<file path="config.mk">
export PLATFORM = sky130hd
export DESIGN_NAME = ray_tracer_scheduler_flat
export DESIGN_NICKNAME = d
export VERILOG_FILES = /design/src/rtl/ray_tracer_scheduler_if.sv /design/src/rtl/ray_tracer_scheduler.sv /design/src/flat_wrapper.sv
export SDC_FILE = /design/constraint.sdc
export NUM_CORES = 1
export LEC_CHECK = 0
export ABC_AREA = 0
export BUFFER_PORTS_ARGS = -buffer_cell sky130_fd_sc_hd__buf_2
export CAP_MARGIN = 25
export CORE_MARGIN = 2
export CORE_UTILIZATION = 43
export DETAILED_ROUTE_END_ITERATION = 6
export PLACE_DENSITY = 0.76
export SETUP_SLACK_MARGIN = 0.1
export SYNTH_ARGS = -nofsm -noshare
export SYNTH_HDL_FRONTEND = slang
export SYNTH_SLANG_ARGS = --single-unit
export TNS_END_PERCENT = 1
</file>
<file path="constraint.sdc">
create_clock -name clk -period 1.6 [get_ports clk]
set_input_delay 0.16 -clock clk [delete_from_list [all_inputs] [get_ports clk]]
set_output_delay 0.16 -clock clk [all_outputs]
set_load 0.02 [all_outputs]
</file>
<file path="src/rtl/ray_tracer_scheduler_if.sv">
// ray_tracer_scheduler_if: pixel request and result handshakes of the ray/triangle scheduler
interface ray_tracer_scheduler_if #(
    parameter int NUM_TRI = 4,
    parameter int TRI_W   = 2
);
    logic               pix_valid;
    logic               pix_ready;
    logic [9:0]         pix_col;
    logic [8:0]         pix_row;
    logic [NUM_TRI-1:0] tri_enable;
    logic               res_valid;
    logic               res_ready;
    logic               res_hit;
    logic [TRI_W-1:0]   res_tri;
    logic [2:0]         res_z;

    modport master (
        output pix_valid, pix_col, pix_row, tri_enable, res_ready,
        input  pix_ready, res_valid, res_hit, res_tri, res_z
    );

    modport slave (
        input  pix_valid, pix_col, pix_row, tri_enable, res_ready,
        output pix_ready, res_valid, res_hit, res_tri, res_z
    );
endinterface

</file>
<file path="src/rtl/ray_tracer_scheduler.sv">
// ray_tracer_scheduler: scans the triangle slots for one pixel per request and returns the nearest hit
module ray_tracer_scheduler #(
    parameter int NUM_TRI = 4,
    parameter int TRI_W   = 2
) (
    input  logic                      clk,
    input  logic                      rst_n,
    ray_tracer_scheduler_if.slave     bus,
    output logic [9:0]                core_pixel_col,
    output logic [8:0]                core_pixel_row,
    output logic [TRI_W-1:0]          core_tri_sel,
    input  logic                      core_rasterize,
    input  logic [2:0]                core_z
);
    typedef enum logic [1:0] {IDLE, SCAN, DONE} state_t;

    state_t             state, state_nxt;
    logic [TRI_W-1:0]   idx;
    logic [9:0]         col_q;
    logic [8:0]         row_q;
    logic [NUM_TRI-1:0] mask_q;
    logic               best_hit;
    logic [TRI_W-1:0]   best_tri;
    logic [2:0]         best_z;
    logic               accept, last, take;

    assign accept = state == IDLE && bus.pix_valid;
    assign last   = idx == TRI_W'(NUM_TRI - 1);
    // strict less-than keeps the lower index on equal depth
    assign take   = state == SCAN && mask_q[idx] && core_rasterize && (!best_hit || core_z < best_z);

    always_comb begin
        state_nxt = state;
        unique case (state)
            IDLE:    state_nxt = bus.pix_valid ? SCAN : IDLE;
            SCAN:    state_nxt = last ? DONE : SCAN;
            DONE:    state_nxt = bus.res_ready ? IDLE : DONE;
            default: state_nxt = IDLE;
        endcase
    end

    always_ff @(posedge clk or negedge rst_n) begin
        if (!rst_n) begin
            state    <= IDLE;
            idx      <= '0;
            col_q    <= '0;
            row_q    <= '0;
            mask_q   <= '0;
            best_hit <= 1'b0;
            best_tri <= '0;
            best_z   <= 3'd7;
        end else begin
            state <= state_nxt;
            if (accept) begin
                col_q    <= bus.pix_col;
                row_q    <= bus.pix_row;
                mask_q   <= bus.tri_enable;
                idx      <= '0;
                best_hit <= 1'b0;
                best_tri <= '0;
                best_z   <= 3'd7;
            end else if (state == SCAN) begin
                if (take) begin
                    best_hit <= 1'b1;
                    best_tri <= idx;
                    best_z   <= core_z;
                end
                if (!last) idx <= idx + 1'b1;
            end
        end
    end

    assign bus.pix_ready  = state == IDLE;
    assign bus.res_valid  = state == DONE;
    assign bus.res_hit    = best_hit;
    assign bus.res_tri    = best_tri;
    assign bus.res_z      = best_z;
    assign core_pixel_col = col_q;
    assign core_pixel_row = row_q;
    assign core_tri_sel   = state == SCAN ? idx : '0;
endmodule

</file>
<file path="src/flat_wrapper.sv">
// flat-port wrapper written by rule: the top's interface ports become plain ports
module ray_tracer_scheduler_flat 
#(
    parameter int NUM_TRI = 4,
    parameter int TRI_W   = 2
)
  (clk, rst_n, core_pixel_col, core_pixel_row, core_tri_sel, core_rasterize, core_z, bus_pix_valid, bus_pix_col, bus_pix_row, bus_tri_enable, bus_res_ready, bus_pix_ready, bus_res_valid, bus_res_hit, bus_res_tri, bus_res_z);
  ray_tracer_scheduler_if #(.NUM_TRI(NUM_TRI), .TRI_W(TRI_W)) bus_i ();
  input  logic clk;
  input  logic rst_n;
  output logic [9:0] core_pixel_col;
  output logic [8:0] core_pixel_row;
  output logic [TRI_W-1:0] core_tri_sel;
  input  logic core_rasterize;
  input  logic [2:0] core_z;
  input wire logic [$bits(bus_i.pix_valid)-1:0] bus_pix_valid;
  input wire logic [$bits(bus_i.pix_col)-1:0] bus_pix_col;
  input wire logic [$bits(bus_i.pix_row)-1:0] bus_pix_row;
  input wire logic [$bits(bus_i.tri_enable)-1:0] bus_tri_enable;
  input wire logic [$bits(bus_i.res_ready)-1:0] bus_res_ready;
  output wire logic [$bits(bus_i.pix_ready)-1:0] bus_pix_ready;
  output wire logic [$bits(bus_i.res_valid)-1:0] bus_res_valid;
  output wire logic [$bits(bus_i.res_hit)-1:0] bus_res_hit;
  output wire logic [$bits(bus_i.res_tri)-1:0] bus_res_tri;
  output wire logic [$bits(bus_i.res_z)-1:0] bus_res_z;
  assign bus_i.pix_valid = bus_pix_valid;
  assign bus_i.pix_col = bus_pix_col;
  assign bus_i.pix_row = bus_pix_row;
  assign bus_i.tri_enable = bus_tri_enable;
  assign bus_i.res_ready = bus_res_ready;
  assign bus_pix_ready = bus_i.pix_ready;
  assign bus_res_valid = bus_i.res_valid;
  assign bus_res_hit = bus_i.res_hit;
  assign bus_res_tri = bus_i.res_tri;
  assign bus_res_z = bus_i.res_z;
  ray_tracer_scheduler #(.NUM_TRI(NUM_TRI), .TRI_W(TRI_W)) u_core (.clk(clk), .rst_n(rst_n), .bus(bus_i), .core_pixel_col(core_pixel_col), .core_pixel_row(core_pixel_row), .core_tri_sel(core_tri_sel), .core_rasterize(core_rasterize), .core_z(core_z));
endmodule
</file>
# [Word level (Yosys, flattened, before mapping)]
# Index checks and enable logic that the tools add are counted.
[op_classes] add_sub_neg=1 order_cmp=2 eq_ne=4 mux=19 reduce_logical=11
[ops] op="$mux W2" count=9
[ops] op="$mux W3" count=3
[ops] op="$pmux W2 S3" count=1
[ops] op="$mux W1" count=5
[ops] op="$eq A2 B2 Y1 const B" count=2
[ops] op="$logic_and A1 B1 Y1" count=4
[ops] op="$reduce_and A2 Y1" count=2
[ops] op="$reduce_bool A2 Y1" count=2
[ops] op="$lt A2 B3 Y1 const B" count=1
[ops] op="$lt A3 B3 Y1" count=1
[ops] op="$add A2 B1 Y2 const B" count=1
[ops] op="$bmux W1 S2" count=1
[ops] op="$eq A2 B1 Y1 const B" count=1
[ops] op="$logic_not A2 Y1" count=1
[ops] op="$ne A2 B1 Y1 const B" count=1
[ops] op="$logic_not A1 Y1" count=1
[ops] op="$logic_or A1 B1 Y1" count=1
[totals] reg_bits=33 out_inout_bits=29

# [Longest topological paths before layout]
# Gate-level depths: netlist (run 1).
[logic_depth] word_depth=8 depth_mapped=7 ltp_nobuf=5

# [Worst setup path after synthesis (run 1)]
# OpenSTA, ideal clock, no wires.
[synth_path] kind="register to register" start="reg u_core.best_z[1], in the netlist u_core.bus.res_z[1]" end="reg u_core.best_tri[1], in the netlist u_core.bus.res_tri[1]" setup_time_ns=0.125 arrival_time_ns=1.622 t_required_ns=1.475 slack_ns=-0.147 path_stages_with_launch=6 path_buffers=0 path_cell_list="dfstp_2 > inv_1 > ha_1 > a211oi_1 > o21ai_2 > mux2_4"
[synth_between] elab_chain_cells=5
[synth_rtl] item="start, declared" line="ray_tracer_scheduler.sv:24" rtl="logic [2:0] best_z;"
[synth_rtl] item="start signal, assigned" line="ray_tracer_scheduler.sv:66" rtl="best_z <= core_z;"
[synth_rtl] item="$lt A3 B3 Y1" line="ray_tracer_scheduler.sv:30" rtl="assign take = state == SCAN && mask_q[idx] && core_rasterize && (!best_hit || core_z < best_z);"
[synth_rtl] item="$logic_or A1 B1 Y1" line="ray_tracer_scheduler.sv:30"
[synth_rtl] item="$logic_and A1 B1 Y1" line="ray_tracer_scheduler.sv:30"
[synth_rtl] item="$reduce_bool A2 Y1 (no source line)"
[synth_rtl] item="$reduce_and A2 Y1 (no source line)"
[synth_rtl] item="end signal, assigned" line="ray_tracer_scheduler.sv:65" rtl="best_tri <= idx;"
[synth_rtl] item="end, declared" line="ray_tracer_scheduler.sv:23" rtl="logic [TRI_W-1:0] best_tri;"
# No other way between the ends.
# A chain may end at the register's enable or synchronous reset.

# [Final worst setup path (run 1)]
[layout_path] start="reg u_core.best_z[2], in the netlist u_core.bus.res_z[2]" end="reg u_core.best_tri[1], in the netlist u_core.bus.res_tri[1]"
# The elaborated chain is that of the path after synthesis.

==> results of run 1 <==
## power by group
group          leakage, nW  switching (mW)  internal [mW]
combinational        0.590            1.08           1.09
clock               0.0326           0.254          0.217
sequential           0.390           0.299           1.27
## tightest hold or removal path, delay by kind of cell
family	cells	cell delay, ps
buffers and inverters	2	150
multiplexers	1	60
## cells in the mapped netlist, drive strengths merged
cell type | number | area share (%)
a211oi | 1 | 0.50
nor2 | 8 | 2.2
o21ai | 2 | 0.92
nand2b | 1 | 0.42
buf | 5 | 2.8
nand4bb | 1 | 0.75
o21bai | 1 | 0.50
and2b | 1 | 0.50
nand4b | 1 | 0.58
a22o | 4 | 2.3
dfrtp | 30 | 50
mux2 | 26 | 22
mux2i | 6 | 4.0
nor2b | 3 | 1.3
and2 | 3 | 1.4
o22ai | 1 | 0.83
inv | 7 | 1.8
dfstp | 3 | 5.3
ha | 3 | 2.5
## layer usage
metal	up-vias	global-route usage, %
met4	0	6.67
met1	520	18.8
met5	-	0
met3	10	5.36
li1	503	-
met2	45	26.9
## timing repair
action	4_1_cts	5_1_grt
pin swaps	5	4
endpoints found under the hold margin	30	0
setup endpoints to repair	30	31
setup buffers	0	0
gates resized for setup	10	3
cloned	0	1
hold buffers	1	0
## area by class of cell
class / count / area (sq um)
fill: 283 / 1340
sequential: 33 / 831
multi-input combinational: 63 / 691
timing repair buffer: 63 / 332
clock buffer: 8 / 58.8
tap: 46 / 57.6
inverter: 7 / 26.3
## metrics by stage
step | cells | util, % | worst slack [ps] | hold slack (ps) | total power [mW]
global placement | 210 | 55.8 | 30.0 | 244 | 3.51
floorplan | 107 | - | -83.8 | -136 | 3.03
CTS | 219 | 59.2 | -15.9 | 43.0 | 4.22
global route | 220 | 59.8 | 3.55 | 44.9 | 4.48
detailed placement | 210 | 55.8 | -4.39 | 260 | 3.63
finish | 220 | 59.8 | 49.6 | 52.1 | 4.21
## worst paths after layout
check | start | end | slack, ps | cells past startpoint
setup / recovery | u_core.bus.res_z[2] | u_core.bus.res_tri[1] | 50 | 5
hold / removal | core_z[0] | u_core.bus.res_z[0] | 50 | 3
setup reg to reg | u_core.bus.res_z[2] | u_core.bus.res_tri[1] | 50 | 5
hold reg to reg | u_core.core_pixel_row[1] | u_core.core_pixel_row[1] | 510 | 1
max in group asynchronous | rst_n | u_core.state[0] | 710 | 2
min in group asynchronous | rst_n | u_core.core_pixel_col[4] | 410 | 2
## flip-flops by register name, summed over array words and instances, names as in the netlist
| signal | cells |
|---|---|
| u_core.idx | 2 |
| u_core.bus.res_z | 3 |
| u_core.core_pixel_row | 9 |
| u_core.state | 2 |
| u_core.bus.res_tri | 2 |
| u_core.mask_q | 4 |
| u_core.bus.res_hit | 1 |
| u_core.core_pixel_col | 10 |
## logic make-up (layout without fill, tap and decap cells)
family          count (synthesis)  after routing  share of synthesized area (%)
compound gates                  9              9                           5.08
fa+ha+maj                       3              3                           2.50
flops                          33             33                           55.3
mux                            32             32                           25.5
simple gates                   18             19                           7.08
buf+inv                        12             78                           4.58
==> run_results.csv, run 1 <==
group,metric,value,unit
drt,route.met2.wl,1530,microns
clock_tree,cts_sinks,33,
yosys,ys_ff_latch,33,
cells_and_area,most-common-layout-cells,"59 x buf_2, 29 x dfrtp_1, 14 x mux2_4",
sta,worst_pin_slew,691,ps
global_routing,grt_usage,16.0,%
worst_setup_path,path_common_cell,"o21ai_4",
floorplan,io_pins,60,
hold_path,hold_path_class,"primary input to flip-flop",
worst_setup_path,cp.arrival,1760,ps
worst_setup_path,cp_top_family,"flip-flops",
yosys,syn_area,1500,sq um
placement,place_congestion,0.718,
sta,drv_slew,0,
clock_tree,cts_inserted_buffers,5,
worst_setup_path,crit_type,"flip-flop to flip-flop",
floorplan,rows,21,
worst_setup_path,slowest_delay,560,ps
sta,fin_skew,6.28,ps
clock_tree,insertion_delay,320,ps
drt,antenna_left,0,
sta,setup_violations,0,
global_routing,antenna_found_initial,0,
worst_setup_path,end_kind,"flip-flop",
power_and_ir_drop,p_leak,1.01,nW
worst_setup_path,slowest_stage,"dfstp_2",
floorplan,start_util,45.0,%
drt,dr.pass1.iters,4,
drt,wl_per_cell,13.9,microns
drt,drc,0,
sta,period_share,96.9,%
global_routing,grt_max_degree,34,
power_and_ir_drop,power_density,2110,nW/um^2
cells_and_area,antenna_cells,0,
power_and_ir_drop,max-vdd-ir-drop,1.07,mV
run_status,status,"completed",
worst_setup_path,path_max_fanout,3,
sta,rsz0062_at_grt,"yes",
drt,highest_layer,"met4",
cells_and_area,drive_gt1_share,62.6,%
drt,route.layer.met1.wl,1250,microns
worst_setup_path,cp_data_required_time,1810,ps
drt,vias,1078,
clock_tree,clkSlewWorstSetupHoldPaths,90,ps
cells_and_area,area_growth,32.9,%
worst_setup_path,crit_chain,"inv_2, ha_4, o21ai_4, o21ai_4, mux2_4",
sta,timing.slew.headroom,53.9,%
global_routing,grt_overflow,0,
yosys,ys_types,25,
drt,wl_met3,210,microns
sta,max_freq,645,MHz
job,drv_cap,0,
placement,placed_cell_area,1860,sq um
yosys,synth_seq_area_share,55.3,%
cells_and_area,nNetsFinal,207,
drt,drt_wl_total,3060,microns
sta,setup_tns,0,ps
placement,io_buffers,59,
floorplan,core,3340,sq um
worst_setup_path,cp-start-kind,"flip-flop",
yosys,synth_nets,141,
yosys,netlist_instances,107,
clock_tree,cts_buffer_depth,2,
drt,viasPerCell,4.90,
clock_tree,cts_tree,"built",
drt,drtIter0Drc,10,
global_routing,grt_pass1_wl,4890,microns
floorplan,chipWidth,63.1,microns
clock_tree,cts_root_buf,"clkbuf_4",
worst_setup_path,critPathBufInv,1,
cells_and_area,design_area,2000,sq um
floorplan,die_area,3980,sq um
cells_and_area,mostFrequentLayoutCell,"buf_2",
yosys,avgSynthCellArea,14.0,sq um
yosys,synth_warnings,0,
placement,dpl.hpwl,2250,microns
global_routing,grt_pass1_vias,1118,
floorplan,die_y,63.1,microns
clock_tree,h-tree-depth,2,
sta,timing.final.hold_violations,0,
sta,timing.final.crit_period,1550,ps
Power figures use the tool's default switching activity.
==> run 2, diff against run 1 <==
--- a/config.mk
+++ b/config.mk
@@ -11,7 +11,7 @@
 export CORE_MARGIN = 2
 export CORE_UTILIZATION = 43
 export DETAILED_ROUTE_END_ITERATION = 6
-export PLACE_DENSITY = 0.76
+export PLACE_DENSITY = 0.82
 export SETUP_SLACK_MARGIN = 0.1
 export SYNTH_ARGS = -nofsm -noshare
 export SYNTH_HDL_FRONTEND = slang
==> run 2 against run 1 <==
  * First-iteration DRC count increased to 3.7 times the previous value
  * Largest cell class unchanged
  * Largest power group unchanged
  * Highest routed layer unchanged
  * Core utilization increased by 0.56 points
  * Clock power about the same
  * Critical endpoint unchanged
==> run_results.csv, run 2 (synthesized netlist as in run 1, its figures left out) <==
group,metric,value,unit
floorplan,core,3340,sq um
placement,place_congestion,0.694,
drt,drt_wl_total,3130,microns
drt,antenna_left,0,
cells_and_area,mostFrequentLayoutCell,"buf_2",
sta,rsz0062_at_grt,"yes",
worst_setup_path,slowest_delay,550,ps
power_and_ir_drop,power,4.26,mW
cells_and_area,most-common-layout-cells,"57 x buf_2, 28 x dfrtp_1, 18 x mux2_2",
worst_setup_path,end_kind,"flip-flop",
floorplan,start_util,45.0,%
drt,vias,1091,
worst_setup_path,path_max_fanout,3,
floorplan,rows,21,
worst_setup_path,r2r_end,"u_core.bus.res_tri[1]",
worst_setup_path,r2r-start,"u_core.bus.res_z[1]",
sta,fin_skew,8.14,ps
power_and_ir_drop,power_density,2120,nW/um^2
cells_and_area,antenna_cells,0,
power_and_ir_drop,p_seq_share,36.1,%
cells_and_area,design_area,2010,sq um
floorplan,chipWidth,63.1,microns
worst_setup_path,slowest_stage,"dfstp_2",
clock_tree,h-tree-depth,2,
run_status,status,"completed",
hold_path,holdCritStartpoint,"core_z[0]",
clock_tree,cts_sinks,33,
cells_and_area,nNetsFinal,211,
cells_and_area,nFillCells,303,
sta,hold-worst-slack,37.4,ps
global_routing,grt_pass1_vias,1136,
power_and_ir_drop,p_int,2.63,mW
placement,dpl.hpwl,2210,microns
clock_tree,clkSlewWorstSetupHoldPaths,90,ps
hold_path,min_to,"u_core.bus.res_z[0]",
drt,drtIter0Drc,37,
job,drv_cap,0,
global_routing,grt_max_degree,34,
power_and_ir_drop,p_clk_share,11.1,%
power_and_ir_drop,p_sw_share,38.4,%
worst_setup_path,cp_data_required_time,1830,ps
sta,max_freq,635,MHz
floorplan,die_area,3980,sq um
placement,placed_cell_area,1870,sq um
drt,wl_per_cell,14.0,microns
power_and_ir_drop,power.switching,1.64,mW
clock_tree,cts_buffer_depth,2,
power_and_ir_drop,max-vdd-ir-drop,0.931,mV
worst_setup_path,cp-start-kind,"flip-flop",
worst_setup_path,crit_chain,"inv_2, ha_4, a211oi_4, o21ai_4, mux2_4",
sta,timing.slew.headroom,51.7,%
global_routing,grt_overflow,0,
sta,worst_pin_slew,724,ps
cells_and_area,area_growth,34.2,%
clock_tree,insertion_delay,330,ps
global_routing,antenna_found_initial,0,
sta,timing.final.crit_period,1570,ps
clock_tree,cts_root_buf,"clkbuf_4",
drt,viasPerCell,4.87,
worst_setup_path,rrSetupSlack,30,ps
cells_and_area,drive_gt1_share,64.6,%
drt,dr.pass1.iters,4,
global_routing,grt_pass1_wl,5050,microns
cells_and_area,utilization,60.4,%
clock_tree,cts_tree,"built",
hold_path,hold_path_depth,3,
clock_tree,cts_inserted_buffers,5,
floorplan,die_y,63.1,microns
hold_path,hold_path_class,"primary input to flip-flop",
sta,drv_slew,0,
worst_setup_path,reg2reg_depth,5,
sta,period_share,98.4,%
global_routing,grt_usage,17.2,%
sta,timing.final.hold_violations,0,
sta,setup_violations,0,
floorplan,io_pins,60,
drt,drc,0,
cells_and_area,largest_register_ffs,10,
worst_setup_path,cp.arrival,1800,ps
worst_setup_path,crit_type,"flip-flop to flip-flop",
placement,io_buffers,59,
power_and_ir_drop,p_leak,1.01,nW
power_and_ir_drop,combPwrFrac,52.8,%
[run 2: changes by cell type in the layout (fill, tap and decap cells not counted), sizes merged]
cell,previous run,this run
and2,4,3
buf,62,67
[run 2: worst max-delay path, delay by kind of cell, from the launching register on]
family	cells	cell delay (ps)
AOI/OAI and AO/OA	2	340
DFF	1	550
buffers and inverters	1	60
muxes	1	300
adders and majority gates	1	220
[run 2: per-layer routing]
layer  vias up  wire [microns]  share of wire [%]  track usage [%]
met5         -               0                  0                0
met4         0             110                3.5             11.7
met3         8             240                7.7             6.07
met2        48            1590                 51             27.1
met1       524            1190                 38             19.5
li1        511               -                  -                -
[run 2: worst max-delay path by stage]
| stage | start | end | slack [ps] | cells after the start |
|---|---|---|---|---|
| 3_5_place_dp | u_core.bus.res_z[1] | u_core.bus.res_z[1] | -20 | 6 |
| 6_report | u_core.bus.res_z[1] | u_core.bus.res_tri[1] | 30 | 5 |
| 5_1_grt | u_core.bus.res_z[1] | u_core.bus.res_tri[1] | 10 | 5 |
| 3_3_place_gp | u_core.bus.res_z[1] | u_core.bus.res_tri[0] | 30 | 5 |
| 2_1_floorplan | u_core.bus.res_z[1] | u_core.bus.res_tri[0] | -80 | 5 |
| 4_1_cts | u_core.bus.res_z[1] | u_core.bus.res_tri[1] | 10 | 5 |
[run 2: per-stage QoR]
step	worst slack (ps)	instances	setup TNS, ps
after CTS	13.3	222	0
final	26.1	224	0
after global placement	30.2	211	0
after detailed placement	-15.3	211	-38.3
after global routing	9.53	224	0
after floorplan	-83.8	107	-261
[run 2: repair_timing]
| action | 4_1_cts | 5_1_grt |
|---|---|---|
| hold buffers | 1 | 0 |
| setup endpoints to repair | 10 | 31 |
| resized for setup | 5 | 7 |
| setup buffers | 2 | 2 |
| endpoints found under the hold margin | 30 | 0 |
| pin swaps | 2 | 2 |
| gates cloned | 0 | 0 |
[run 2: power by group through the flow]
stage,combinational (mW),sequential [mW],clock (mW)
6_report,2.25,1.54,0.474
5_1_grt,2.42,1.60,0.526
4_1_cts,2.17,1.54,0.496
3_5_place_dp,2.07,1.56,0
3_3_place_gp,2.00,1.52,0
2_1_floorplan,1.16,1.88,0
[run 2: layout make-up]
class / count / area, sq um / area share [%]
inverters: 7 / 26.3 / 1.30
clock buffers: 8 / 58.8 / 2.92
repair buffers: 68 / 385 / 19.1
multi-input cells: 62 / 654 / 32.5
flip-flops and latches: 33 / 832 / 41.3
well taps: 46 / 57.6 / 2.86
==> run 3, diff against run 2 <==
--- a/config.mk
+++ b/config.mk
@@ -12,6 +12,7 @@
 export CORE_UTILIZATION = 43
 export DETAILED_ROUTE_END_ITERATION = 6
 export PLACE_DENSITY = 0.82
+export REMOVE_ABC_BUFFERS = 1
 export SETUP_SLACK_MARGIN = 0.1
 export SYNTH_ARGS = -nofsm -noshare
 export SYNTH_HDL_FRONTEND = slang
==> run 3 against run 2 <==
  * Via count down 3.3%
  * Sequential share of layout area decreased by 0.80 points
  * Clock skew is 0.58 ps lower
  * Design area is 2.0% higher
  * Core utilization grew 1.2 points
  * Die area unchanged
  * Maximum frequency is essentially flat
  * Critical endpoint is now u_core.bus.res_tri[0]
  * Non-clock buffer count shrank 3
  * Worst hold slack better by 6.0 ps
==> run_results.csv, run 3 (synthesized netlist as in run 1, its figures left out) <==
group,metric,value,unit
run_status,status,"completed",
sta,drv_slew,0,
clock_tree,cts_inserted_buffers,5,
sta,max_freq,636,MHz
power_and_ir_drop,power,4.47,mW
power_and_ir_drop,max-vdd-ir-drop,0.951,mV
drt,dr.pass1.iters,4,
cells_and_area,drive_gt1_share,65.1,%
global_routing,grt_max_degree,34,
global_routing,grt_use_met2,27.4,%
placement,io_buffers,59,
global_routing,antenna_found_initial,0,
cells_and_area,area_growth,36.8,%
global_routing,grt_pass1_wl,4770,microns
drt,antenna_left,0,
power_and_ir_drop,combPwrFrac,51.0,%
floorplan,core,3340,sq um
power_and_ir_drop,power_density,2180,nW/um^2
clock_tree,cts_sinks,33,
job,drv_cap,0,
sta,worst_pin_slew,707,ps
global_routing,grt_pass1_vias,1017,
cells_and_area,largest_register_ffs,10,
global_routing,top_usage_layer,"met2",
sta,fin_ws,26.9,ps
sta,fin_skew,7.56,ps
cells_and_area,utilization,61.6,%
drt,drt_wl_total,3060,microns
power_and_ir_drop,p_seq_share,34.7,%
worst_setup_path,crit_type,"flip-flop to flip-flop",
floorplan,start_util,45.0,%
worst_setup_path,path_max_fanout,3,
drt,vias,1055,
floorplan,chipWidth,63.1,microns
clock_tree,clkSlewWorstSetupHoldPaths,100,ps
global_routing,use_met1,17.9,%
power_and_ir_drop,p_clk_share,14.3,%
cells_and_area,antenna_cells,0,
placement,dp.cells,210,
worst_setup_path,cp-start-kind,"flip-flop",
cells_and_area,design_area,2050,sq um
cells_and_area,final_cells,221,
power_and_ir_drop,power.switching,1.65,mW
sta,setup_violations,0,
clock_tree,h-tree-depth,2,
worst_setup_path,end_kind,"flip-flop",
drt,wl_per_cell,13.9,microns
power_and_ir_drop,p_leak,1.04,nW
cells_and_area,mostFrequentLayoutCell,"buf_2",
drt,drc,0,
sta,rsz0062_at_grt,"yes",
floorplan,die_area,3980,sq um
sta,timing.slew.headroom,52.9,%
sta,setup_tns,0,ps
placement,dpl.hpwl,2100,microns
placement,pre_cts_ws,-43.4,ps
floorplan,rows,21,
sta,timing.final.crit_period,1570,ps
clock_tree,insertion_delay,320,ps
clock_tree,cts_root_buf,"clkbuf_4",
worst_setup_path,cp.arrival,1780,ps
floorplan,io_pins,60,
sta,timing.final.hold_violations,0,
sta,period_share,98.3,%
cells_and_area,nFillCells,276,
clock_tree,cts_tree,"built",
drt,drtIter0Drc,37,
clock_tree,cts_buffer_depth,2,
global_routing,grt_overflow,0,
sta,hold-worst-slack,43.4,ps
cells_and_area,nNetsFinal,208,
global_routing,use_met3,5.18,%
hold_path,hold_path_class,"primary input to flip-flop",
floorplan,die_y,63.1,microns
placement,placed_cell_area,1830,sq um
worst_setup_path,cp_data_required_time,1810,ps
global_routing,grt_usage,15.5,%
power_and_ir_drop,p_sw_share,36.9,%
power_and_ir_drop,p_int,2.83,mW
drt,viasPerCell,4.77,
placement,place_congestion,0.738,
cells_and_area,most-common-layout-cells,"57 x buf_2, 28 x dfrtp_1, 18 x mux2_4",
## run 3: changes by cell type in the layout (fill, tap and decap cells not counted), sizes merged
cell and change:
buf -3, bufinv +1, clkbuf -1
## run 3: final timing paths
kind | from | endpoint | slack (ps) | depth (start not counted)
max | u_core.bus.res_z[1] | u_core.bus.res_tri[0] | 30 | 5
max reg2reg | u_core.bus.res_z[1] | u_core.bus.res_tri[0] | 30 | 5
min in group asynchronous | rst_n | u_core.mask_q[3] | 410 | 2
min reg2reg | u_core.mask_q[2] | u_core.mask_q[2] | 510 | 1
max in group asynchronous | rst_n | u_core.state[1] | 700 | 2
min | core_z[0] | u_core.bus.res_z[0] | 40 | 3
## run 3: cell type report
cell class | instances | area [sq um] | area share, %
clock buffer | 7 | 55.1 | 2.68
clock inverter | 1 | 30.0 | 1.46
inverter | 7 | 26.3 | 1.28
multi-input combinational | 62 | 694 | 33.8
sequential | 33 | 832 | 40.5
tap | 46 | 57.6 | 2.80
timing repair buffer | 65 | 359 | 17.5
## run 3: power groups by stage
stage               combinational (mW)  clock (mW)  sequential [mW]
CTS                               2.07       0.658             1.54
detailed placement                1.99           0             1.55
global route                      2.44       0.688             1.62
global placement                  1.93           0             1.52
floorplan                        0.995           0             1.91
finish                            2.28       0.639             1.55
## run 3: what timing repair did
action / 4_1_cts / 5_1_grt
endpoints found under the setup margin: 24 / 31
hold buffers: 1 / 0
setup buffers: 1 / 1
resized for setup: 7 / 21
endpoints found under the hold margin: 30 / 0
pin swaps: 5 / 3
## run 3: critical path, cell delays in order (launching register included)
cell	delay, ps
dfstp_2	550
inv_2	40
ha_4	210
a211oi_4	270
o21ai_4	100
mux2_4	300
## run 3: layer usage
metal  vias to the layer above  part of all wire, %
li1                        500                    -
met1                       518                   40
met2                        33                   54
met3                         4                  5.3
met4                         0                  1.1
met5                         -                    0
